## config.mk

```make
export PLATFORM = sky130hd
export DESIGN_NAME = alu_seq_flat
export DESIGN_NICKNAME = d
export VERILOG_FILES = /design/src/rtl/alu_seq_pkg.sv /design/src/rtl/alu_seq_if.sv /design/src/rtl/alu_seq_muldiv.sv /design/src/rtl/alu_seq.sv /design/src/flat_wrapper.sv
export SDC_FILE = /design/constraint.sdc
export NUM_CORES = 1
export LEC_CHECK = 0
export ABC_AREA = 0
export CORE_MARGIN = 1
export CORE_UTILIZATION = 28
export CTS_CLUSTER_SIZE = 12
export DETAILED_ROUTE_END_ITERATION = 10
export GPL_TIMING_DRIVEN = 0
export MAX_ROUTING_LAYER = met4
export PLACE_DENSITY = 0.48
export SLEW_MARGIN = 20
export SYNTH_ARGS = -nofsm -noshare
export SYNTH_HDL_FRONTEND = slang
export SYNTH_HIERARCHICAL = 1
export SYNTH_SLANG_ARGS = --single-unit
```

## constraint.sdc

```tcl
create_clock -name clk -period 11.2 [get_ports clk]
set_input_delay 2.24 -clock clk [delete_from_list [all_inputs] [get_ports clk]]
set_output_delay 2.24 -clock clk [all_outputs]
set_load 0.05 [all_outputs]
```

## src/rtl/alu_seq_pkg.sv

```systemverilog
// alu_seq_pkg: opcodes, FSM states and default width for the sequential ALU.
package alu_seq_pkg;
  localparam int WIDTH_DEF = 32;
  typedef enum logic [3:0] {
    OP_AND = 4'h0,
    OP_OR  = 4'h1,
    OP_NOT = 4'h2,
    OP_NEG = 4'h3,
    OP_ROL = 4'h4,
    OP_ROR = 4'h5,
    OP_MUL = 4'h6,
    OP_DIV = 4'h7
  } op_e;
  typedef enum logic [1:0] {IDLE, RUN, FIX} state_e;
endpackage

```

## src/rtl/alu_seq_if.sv

```systemverilog
// alu_seq_if: request/result bundle between an ALU client and alu_seq.
interface alu_seq_if #(parameter int WIDTH = alu_seq_pkg::WIDTH_DEF);
  logic             start;
  logic [3:0]       op;
  logic [WIDTH-1:0] rb;
  logic [WIDTH-1:0] ry;
  logic             busy;
  logic             done;
  logic [WIDTH-1:0] result_lo;
  logic [WIDTH-1:0] result_hi;
  logic             dbz;
  logic             illegal;
  modport master (output start, op, rb, ry, input busy, done, result_lo, result_hi, dbz, illegal);
  modport slave (input start, op, rb, ry, output busy, done, result_lo, result_hi, dbz, illegal);
endinterface

```

## src/rtl/alu_seq_muldiv.sv

```systemverilog
// alu_seq_muldiv: iterative shift-add multiply / restoring divide on magnitudes, signs applied on output.
module alu_seq_muldiv #(parameter int WIDTH = 32) (
  input  logic             clk,
  input  logic             reset_n,
  input  logic             load,
  input  logic             run,
  input  logic             is_div,
  input  logic [WIDTH-1:0] a,
  input  logic [WIDTH-1:0] b,
  output logic             last,
  output logic [WIDTH-1:0] res_lo,
  output logic [WIDTH-1:0] res_hi
);
  localparam int LW = $clog2(WIDTH);
  logic [2*WIDTH-1:0] p_q, p_d, prod;
  logic [WIDTH-1:0]   m_q, m_d, mag_a, mag_b;
  logic [LW-1:0]      cnt_q, cnt_d;
  logic               div_q, div_d, neg_q, neg_d, sgn_q, sgn_d;
  logic [WIDTH:0]     add_s, sub_s, sh;
  // p holds {accumulator/remainder, multiplier/quotient}; m holds multiplicand/divisor
  always_comb begin
    mag_a = a[WIDTH-1] ? -a : a;
    mag_b = b[WIDTH-1] ? -b : b;
    sh = {p_q[2*WIDTH-1:WIDTH], p_q[WIDTH-1]};
    sub_s = sh - {1'b0, m_q};
    add_s = {1'b0, p_q[2*WIDTH-1:WIDTH]} + (p_q[0] ? {1'b0, m_q} : '0);
    p_d = p_q;
    m_d = m_q;
    cnt_d = cnt_q;
    div_d = div_q;
    neg_d = neg_q;
    sgn_d = sgn_q;
    if (load) begin
      p_d = {{WIDTH{1'b0}}, is_div ? mag_a : mag_b};
      m_d = is_div ? mag_b : mag_a;
      cnt_d = '0;
      div_d = is_div;
      neg_d = a[WIDTH-1] ^ b[WIDTH-1];
      sgn_d = a[WIDTH-1];
    end else if (run) begin
      p_d = div_q ? (sub_s[WIDTH] ? {sh[WIDTH-1:0], p_q[WIDTH-2:0], 1'b0}
                                  : {sub_s[WIDTH-1:0], p_q[WIDTH-2:0], 1'b1})
                  : {add_s, p_q[WIDTH-1:1]};
      cnt_d = cnt_q + 1'b1;
    end
  end
  always_ff @(posedge clk) begin
    if (!reset_n) begin
      p_q <= '0;
      m_q <= '0;
      cnt_q <= '0;
      div_q <= 1'b0;
      neg_q <= 1'b0;
      sgn_q <= 1'b0;
    end else begin
      p_q <= p_d;
      m_q <= m_d;
      cnt_q <= cnt_d;
      div_q <= div_d;
      neg_q <= neg_d;
      sgn_q <= sgn_d;
    end
  end
  // quotient sign is the operand sign xor; remainder follows the dividend
  always_comb begin
    last = &cnt_q;
    prod = neg_q ? -p_q : p_q;
    res_lo = div_q ? (neg_q ? -p_q[WIDTH-1:0] : p_q[WIDTH-1:0]) : prod[WIDTH-1:0];
    res_hi = div_q ? (sgn_q ? -p_q[2*WIDTH-1:WIDTH] : p_q[2*WIDTH-1:WIDTH]) : prod[2*WIDTH-1:WIDTH];
  end
endmodule

```

## src/rtl/alu_seq.sv

```systemverilog
// alu_seq: sequential ALU; single-cycle logic/rotate ops, iterative signed mul/div.
module alu_seq import alu_seq_pkg::*; #(parameter int WIDTH = WIDTH_DEF) (
  input logic   clk,
  input logic   reset_n,
  alu_seq_if.slave bus
);
  localparam int LW = $clog2(WIDTH);
  state_e           state_q, state_d;
  logic             done_q, done_d, dbz_q, dbz_d, ill_q, ill_d, load, last;
  logic [WIDTH-1:0] lo_q, lo_d, hi_q, hi_d, md_lo, md_hi, lg;
  logic [LW-1:0]    amt, amt_n;
  alu_seq_muldiv #(.WIDTH(WIDTH)) u_muldiv (
    .clk(clk), .reset_n(reset_n), .load(load), .run(state_q == RUN),
    .is_div(bus.op == OP_DIV), .a(bus.rb), .b(bus.ry),
    .last(last), .res_lo(md_lo), .res_hi(md_hi)
  );
  // rotate by the complementary amount fills the wrapped bits; amount 0 gives rb
  always_comb begin
    amt = bus.ry[LW-1:0];
    amt_n = -amt;
    case (bus.op)
      OP_AND:  lg = bus.rb & bus.ry;
      OP_OR:   lg = bus.rb | bus.ry;
      OP_NOT:  lg = ~bus.rb;
      OP_NEG:  lg = -bus.rb;
      OP_ROL:  lg = (bus.rb << amt) | (bus.rb >> amt_n);
      OP_ROR:  lg = (bus.rb >> amt) | (bus.rb << amt_n);
      default: lg = '0;
    endcase
  end
  always_comb begin
    state_d = state_q;
    done_d = 1'b0;
    dbz_d = dbz_q;
    ill_d = ill_q;
    lo_d = lo_q;
    hi_d = hi_q;
    load = 1'b0;
    case (state_q)
      IDLE: if (bus.start) begin
        dbz_d = 1'b0;
        ill_d = 1'b0;
        if (bus.op == OP_MUL || (bus.op == OP_DIV && |bus.ry)) begin
          load = 1'b1;
          state_d = RUN;
        end else begin
          done_d = 1'b1;
          lo_d = (bus.op == OP_DIV) ? '1 : lg;
          hi_d = (bus.op == OP_DIV) ? bus.rb : '0;
          dbz_d = bus.op == OP_DIV;
          ill_d = bus.op[3];
        end
      end
      RUN: state_d = last ? FIX : RUN;
      FIX: begin
        lo_d = md_lo;
        hi_d = md_hi;
        done_d = 1'b1;
        state_d = IDLE;
      end
      default: state_d = IDLE;
    endcase
  end
  always_ff @(posedge clk) begin
    if (!reset_n) begin
      state_q <= IDLE;
      done_q <= 1'b0;
      dbz_q <= 1'b0;
      ill_q <= 1'b0;
      lo_q <= '0;
      hi_q <= '0;
    end else begin
      state_q <= state_d;
      done_q <= done_d;
      dbz_q <= dbz_d;
      ill_q <= ill_d;
      lo_q <= lo_d;
      hi_q <= hi_d;
    end
  end
  assign bus.busy = state_q != IDLE;
  assign bus.done = done_q;
  assign bus.dbz = dbz_q;
  assign bus.illegal = ill_q;
  assign bus.result_lo = lo_q;
  assign bus.result_hi = hi_q;
endmodule

```

## src/flat_wrapper.sv

```systemverilog
// flat-port wrapper written by rule: the top's interface ports become plain ports
module alu_seq_flat import alu_seq_pkg::*;
#(parameter int WIDTH = WIDTH_DEF)
  (clk, reset_n, bus_start, bus_op, bus_rb, bus_ry, bus_busy, bus_done, bus_result_lo, bus_result_hi, bus_dbz, bus_illegal);
  alu_seq_if #(.WIDTH(WIDTH)) bus_i ();
  input logic clk;
  input logic reset_n;
  input wire logic [$bits(bus_i.start)-1:0] bus_start;
  input wire logic [$bits(bus_i.op)-1:0] bus_op;
  input wire logic [$bits(bus_i.rb)-1:0] bus_rb;
  input wire logic [$bits(bus_i.ry)-1:0] bus_ry;
  output wire logic [$bits(bus_i.busy)-1:0] bus_busy;
  output wire logic [$bits(bus_i.done)-1:0] bus_done;
  output wire logic [$bits(bus_i.result_lo)-1:0] bus_result_lo;
  output wire logic [$bits(bus_i.result_hi)-1:0] bus_result_hi;
  output wire logic [$bits(bus_i.dbz)-1:0] bus_dbz;
  output wire logic [$bits(bus_i.illegal)-1:0] bus_illegal;
  assign bus_i.start = bus_start;
  assign bus_i.op = bus_op;
  assign bus_i.rb = bus_rb;
  assign bus_i.ry = bus_ry;
  assign bus_busy = bus_i.busy;
  assign bus_done = bus_i.done;
  assign bus_result_lo = bus_i.result_lo;
  assign bus_result_hi = bus_i.result_hi;
  assign bus_dbz = bus_i.dbz;
  assign bus_illegal = bus_i.illegal;
  alu_seq #(.WIDTH(WIDTH)) u_core (.clk(clk), .reset_n(reset_n), .bus(bus_i));
endmodule
```

## Yosys cells after proc, flatten, opt, wreduce, memory -nomap -nowiden

Index checks and enable logic that the tools add are counted.

- $add $sub $neg: 9
- Eq/ne operators: 12
- Shift operators: 4
- Multiplexer cells: 35
- Bitwise logic cells: 7
- Reductions and logical operators: 13

Operators with widths:

| kind | number |
|---|---|
| 2-to-1 mux 32 bit | 17 |
| 2-to-1 mux 64 bit | 3 |
| one-hot mux 32 bit (6 select lines) | 1 |
| negation 32 bit | 4 |
| one-hot mux 32 bit (2 select lines) | 2 |
| bitwise OR 32 bit | 3 |
| negation 64 bit | 1 |
| left shift 32 x 5 -> 32 bit | 2 |
| right shift 32 x 5 -> 32 bit | 2 |
| adder 32 x 32 -> 33 bit | 1 |
| subtractor 33 x 32 -> 33 bit | 1 |
| bitwise AND 32 bit | 1 |
| inverter 32 bit | 1 |
| OR reduction 32 bit | 1 |
| equality test 4 x 3 -> 1 bit, second input constant | 4 |
| equality test 4 x 2 -> 1 bit, second input constant | 2 |
| 2-to-1 mux 1 bit | 7 |
| 2-to-1 mux 2 bit | 3 |
| nonzero test 2 bit | 3 |
| adder 5 x 1 -> 5 bit, second input constant | 1 |
| negation 5 bit | 1 |
| AND reduction 5 bit | 1 |
| equality test 4 x 1 -> 1 bit, second input constant | 1 |
| logical NOT 4 bit | 1 |
| other kinds (14) | 16 |

- Register bits: 173
- Input port bits: 71
- Output and inout bits: 68

## Longest topological paths before layout

- Word-level depth: 8
- Mapped depth: 19
- Gate-level depth less buffers: 12

## Modules after synthesis

Netlist, hierarchy kept.

Modules (own cells, without submodules):

| module | instances | cells each | area each (µm²) | seq. area each (µm²) |
|---|---|---|---|---|
| alu_seq | 1 | 1534 | 12458.2 | 1381.3 |
| alu_seq_muldiv | 1 | 1686 | 12066.6 | 2082.0 |

## Worst setup path after synthesis

OpenSTA, ideal clock, no wires.

- Kind: input-to-reg
- Start point: input port bus_ry[1]
- End point: register u_core.lo_q[29], in the netlist u_core/bus.result_lo[29]
- Library setup time: 126 ps
- Arrival time: 5514 ps
- Setup slack: 5560 ps
- Stages: 17
- Buffers on the path: 8
- Cells stage by stage: buf_4 -> buf_6 -> buf_2 -> buf_4 -> buf_2 -> inv_1 -> ha_1 -> buf_4 -> buf_2 -> buf_1 -> mux4_2 -> mux2i_1 -> o32ai_1 -> o21ai_0 -> o211ai_1 -> a2111oi_1 -> o21ai_1

- Word-level cells in the longest chain between the ends: 8
- Elaborated cells between the ends (all ways): 17
- Those cells by class: 1 x add/sub; 1 x eq/ne; 4 x shift; 5 x mux; 2 x bitwise; 4 x reduce/logical

Ends and longest elaborated chain:

| element | RTL line | RTL |
|---|---|---|
| from (decl) | flat_wrapper.sv:11 | `input wire logic [$bits(bus_i.ry)-1:0] bus_ry;` |
| negation 5 bit | alu_seq.sv:20 | `amt_n = -amt;` |
| left shift 32 x 5 -> 32 bit or right shift 32 x 5 -> 32 bit (tied branches) | alu_seq.sv:27, alu_seq.sv:26 |  |
| bitwise OR 32 bit (on tied branches) | alu_seq.sv:27, alu_seq.sv:26 |  |
| one-hot mux 32 bit (6 select lines) | alu_seq.sv:21 | `case (bus.op)` |
| 2-to-1 mux 32 bit | alu_seq.sv:48 | `lo_d = (bus.op == OP_DIV) ? '1 : lg;` |
| 2-to-1 mux 32 bit | alu_seq.sv:43 | `if (bus.op == OP_MUL \|\| (bus.op == OP_DIV && \|bus.ry)) begin` |
| 2-to-1 mux 32 bit | alu_seq.sv:40 | `IDLE: if (bus.start) begin` |
| one-hot mux 32 bit (2 select lines) | alu_seq.sv:39 | `case (state_q)` |
| to (signal assigned) | alu_seq.sv:77 | `lo_q <= lo_d;` |
| to (decl) | alu_seq.sv:10 | `logic [WIDTH-1:0] lo_q, lo_d, hi_q, hi_d, md_lo, md_hi, lg;` |

Several ways; a longest one is shown, not always the timed one. The select of a mux whose other input is x is not followed.
A chain may end at the register's enable or synchronous reset.

## Worst setup path after layout

- Start point: input port bus_ry[0]
- End point: register u_core.lo_q[26], in the netlist u_core/bus.result_lo[26]

The elaborated chain is that of the path after synthesis.

==> flow_summary.ini <==
[synth]
ys_warn_count = 6
synth_nets = 3365
syn_area_um2 = 24500
synth_edf_count = 0
ys.flop_type = dfxtp_1
synth_area_leaders = dfxtp_1 14%, mux4_2 9.8%, mux2i_1 6.8%
synth_top_area_cell = dfxtp_1
async_flop_share_pct = 0
yosysSeqAreaShare_pct = 14.1
synth_top_cell_area_share_pct = 14.1
synth.ff_latch_count = 173
synth_cell_type_count = 100
avgSynthCellArea_um2 = 7.62
synth_cells = 3220

[clocking]
hold_buffers = 0
cts_buffers = 17
cts_buffer_depth = 2
insertion_delay_ns = 0.46
cts_setup_buffers = 0
tritoncts = built
htreeDepth = 4
cts_sinks = 173
path_clk_slew_ns = 0.09
cts_resized = 0
cts_root_buf = clkbuf_16

[worst_setup_path]
critPathArrivalTime_ns = 8.97
cpMostUsedCell = buf_2
worstSetupPathType = in -> reg
crit_path_start_kind = input port
slowest_delay_ns = 0.93
worstPathCellList = clkdlybuf4s50_1 -> buf_6 -> buf_12 -> inv_4 -> buf_4 -> buf_2 -> buf_2 -> ha_1 -> buf_2 -> xnor2_1 -> o21a_1 -> clkbuf_1 -> clkbuf_1 -> nor2_1 -> o31ai_1 -> o2111ai_1 -> nor3b_2
setup.worst_path.end_class = register
crit_fanout = 10
cp.required_ns = 11.54
slowest_stage = o31ai_1

[layout]
layout_common_cells = 283 x nand2_1, 269 x nor2_1, 230 x o21ai_0, 208 x a21oi_1, 194 x clkbuf_1
drive_gt1_share_pct = 10.3
instances_no_fill = 4559
final_nets = 3524
stdcell_area_um2 = 28000
final_common_cell = nand2_1
syn2layout_area_growth_pct = 14.4
regArea_um2 = 3460
multi_input_area_um2 = 19400
nFillCells = 9535

[detailed_routing]
drcViolationCount = 0
viasPerCell = 6.58
avgRoutedWirePerCell_um = 39.1
routed_wl_um = 178000
vias = 30000
firstDrtPassIters = 9
final_antenna_net_count = 0
drtIter0Drc = 4238

[floorplanning]
chipHeight_um = 298
start_util_pct = 28.3
core_um2 = 86800
rows = 108
die-area_um2 = 88800
die_x_um = 298
io_pins = 139

[global_route]
track_usage_pct = 40.0
grt_pass1_wl_um = 240000
gr-total-overflow = 0
grt_max_degree = 19
first_global_vias = 28000
grt_antenna_before_repair = 10

[placement]
place_ws_ns = 2.38
place.port_buffers = 137
place_area_um2 = 27400
globalplace.congestion = 1.12
dp_cells = 4514
hpwl_um = 142000

[timing]
fin_worst_hold_slack_ns = 0.455
setup_slack_ns = 2.57
finalSetupTns_ns = 0
worst_slew_pin_slew_ns = 1.34
fmax_mhz = 116
rsz0062_at_grt = false
skew_ns = 0.0129
hold_violations = 0
period_minus_slack_ns = 8.63
slew_violations = 0
fin_crit_sh_pct = 77.0
slew-limit-headroom_pct = 10.6
setup_viol = 0

[power_and_ir_drop]
power_frac_clock_pct = 23.0
ir_drop_v = 0.0000787
p_sw_share_pct = 49.0
power_frac_comb_pct = 52.1
cellPowerDensity_nw_per_um2 = 96.3
seqPwrFrac_pct = 24.9
intPower_w = 0.00138
p_switching_w = 0.00132
leakage_nw = 10.0

[flow_run]
maxCapViolCount = 0

[hold_path]
hp-class = reg -> reg

[run_status]
status = finished clean
## critical path, delay by kind of cell
kind	cells	cell delay [ns]
buffers and inverters	10	4.29
AO/OA/AOI/OAI	3	1.46
AND/OR/NAND/NOR	2	0.51
adder cells (fa/ha/maj)	1	0.21
XOR/XNOR	1	0.19
## cells by family (layout without fill, tap and decap cells)
| kind of cell | after synthesis | after routing | share of synthesized area [%] |
|---|---|---|---|
| adders and majority gates | 91 | 91 | 4.53 |
| AOI/OAI and AO/OA | 1030 | 1030 | 28.0 |
| other | 0 | 12 | 0 |
| and+or+nand+nor | 1008 | 1008 | 20.3 |
| buffers and inverters | 397 | 569 | 6.96 |
| xor gates and xnor gates | 197 | 197 | 7.14 |
| muxes | 324 | 324 | 18.9 |
| DFF | 173 | 173 | 14.1 |
## power by group through the flow
stage	registers (W)	clock network (W)	logic, W
3_5_place_dp	0.000685	0	0.00132
2_1_floorplan	0.000697	0	0.000746
4_1_cts	0.000670	0.000629	0.00133
5_1_grt	0.000672	0.000650	0.00142
6_report	0.000672	0.000620	0.00141
3_3_place_gp	0.000685	0	0.00134
## Yosys cell counts (11+ instances only)
library cell and number:
nand4_1 26, buf_1 22, nor3_1 73, o221ai_1 24, ha_1 72, clkbuf_1 212
a31oi_1 44, maj3_1 17, o41ai_1 15, nand2b_1 31, o21a_1 25, or3_1 28
nor2b_1 45, o2bb2ai_1 35, or4_1 18, a21oi_1 208, o32ai_1 18, nand3b_1 17
a21o_1 34, nor2_1 269, o21ai_1 30, nand2_1 283, o21ai_0 232, mux2i_1 167
mux4_2 107, mux2_2 49, and2_1 24, buf_2 48, nor4_1 33, a211oi_1 52
a311oi_1 11, and3_1 24, buf_4 22, xor2_1 81, o31ai_1 39, a221oi_1 18
inv_1 80, nand3_1 66, a22oi_1 48, o22ai_1 37, xnor2_1 114, or2_2 13
o2111ai_1 11, dfxtp_1 173, o211ai_1 33
## through the flow
stage / utilization, % / power (W)
after floorplan: - / 0.00144
after global placement: 31.5 / 0.00203
after detailed placement: 31.6 / 0.00201
after CTS: 32.3 / 0.00263
after global routing: 32.3 / 0.00274
final: 32.3 / 0.00270
## flip-flops by register name, indices dropped and copies added (netlist names)
name	cells
u_core/bus.dbz	1
u_core/bus.done	1
u_core/bus.illegal	1
u_core/bus.result_hi	32
u_core/bus.result_lo	32
u_core/state_q	2
u_core/u_muldiv/cnt_q	5
u_core/u_muldiv/div_q	1
u_core/u_muldiv/m_q	32
u_core/u_muldiv/neg_q	1
u_core/u_muldiv/p_q	64
u_core/u_muldiv/sgn_q	1
## per-layer routing
layer | GRT usage [%] | vias to the layer above | part of all wire [%]
met5 | - | - | 0
met4 | 31.6 | 0 | 9.9
met3 | 8.57 | 684 | 9.3
met2 | 58.5 | 2174 | 42
met1 | 47.3 | 14700 | 39
li1 | - | 12500 | -
## worst paths after layout
| check | start | endpoint | slack (ns) | cells past startpoint |
|---|---|---|---|---|
| worst max-delay path | bus_ry[0] | u_core/bus.result_lo[26]$_SDFFE_PN0P_ | 2.57 | 17 |
| worst min-delay path | u_core/bus.result_lo[15]$_SDFFE_PN0P_ | u_core/bus.result_lo[15]$_SDFFE_PN0P_ | 0.45 | 2 |
| worst max register to register | u_core/u_muldiv/p_q[31]$_SDFFE_PN0P_ | u_core/u_muldiv/p_q[43]$_SDFFE_PP0P_ | 6.64 | 14 |
| worst min register to register | u_core/bus.result_lo[15]$_SDFFE_PN0P_ | u_core/bus.result_lo[15]$_SDFFE_PN0P_ | 0.45 | 2 |
## layout make-up
type / count / share of cell area, %
buffer: 313 / 5.04
multi-input combinational: 2650 / 69.1
timing repair buffer: 140 / 5.00
clock buffer: 18 / 1.57
sequential: 173 / 12.3
inverter: 84 / 1.13
clock inverter: 14 / 0.513
antenna: 12 / 0.107
tap: 1155 / 5.15
No activity file was read; power rests on OpenSTA's default activity.
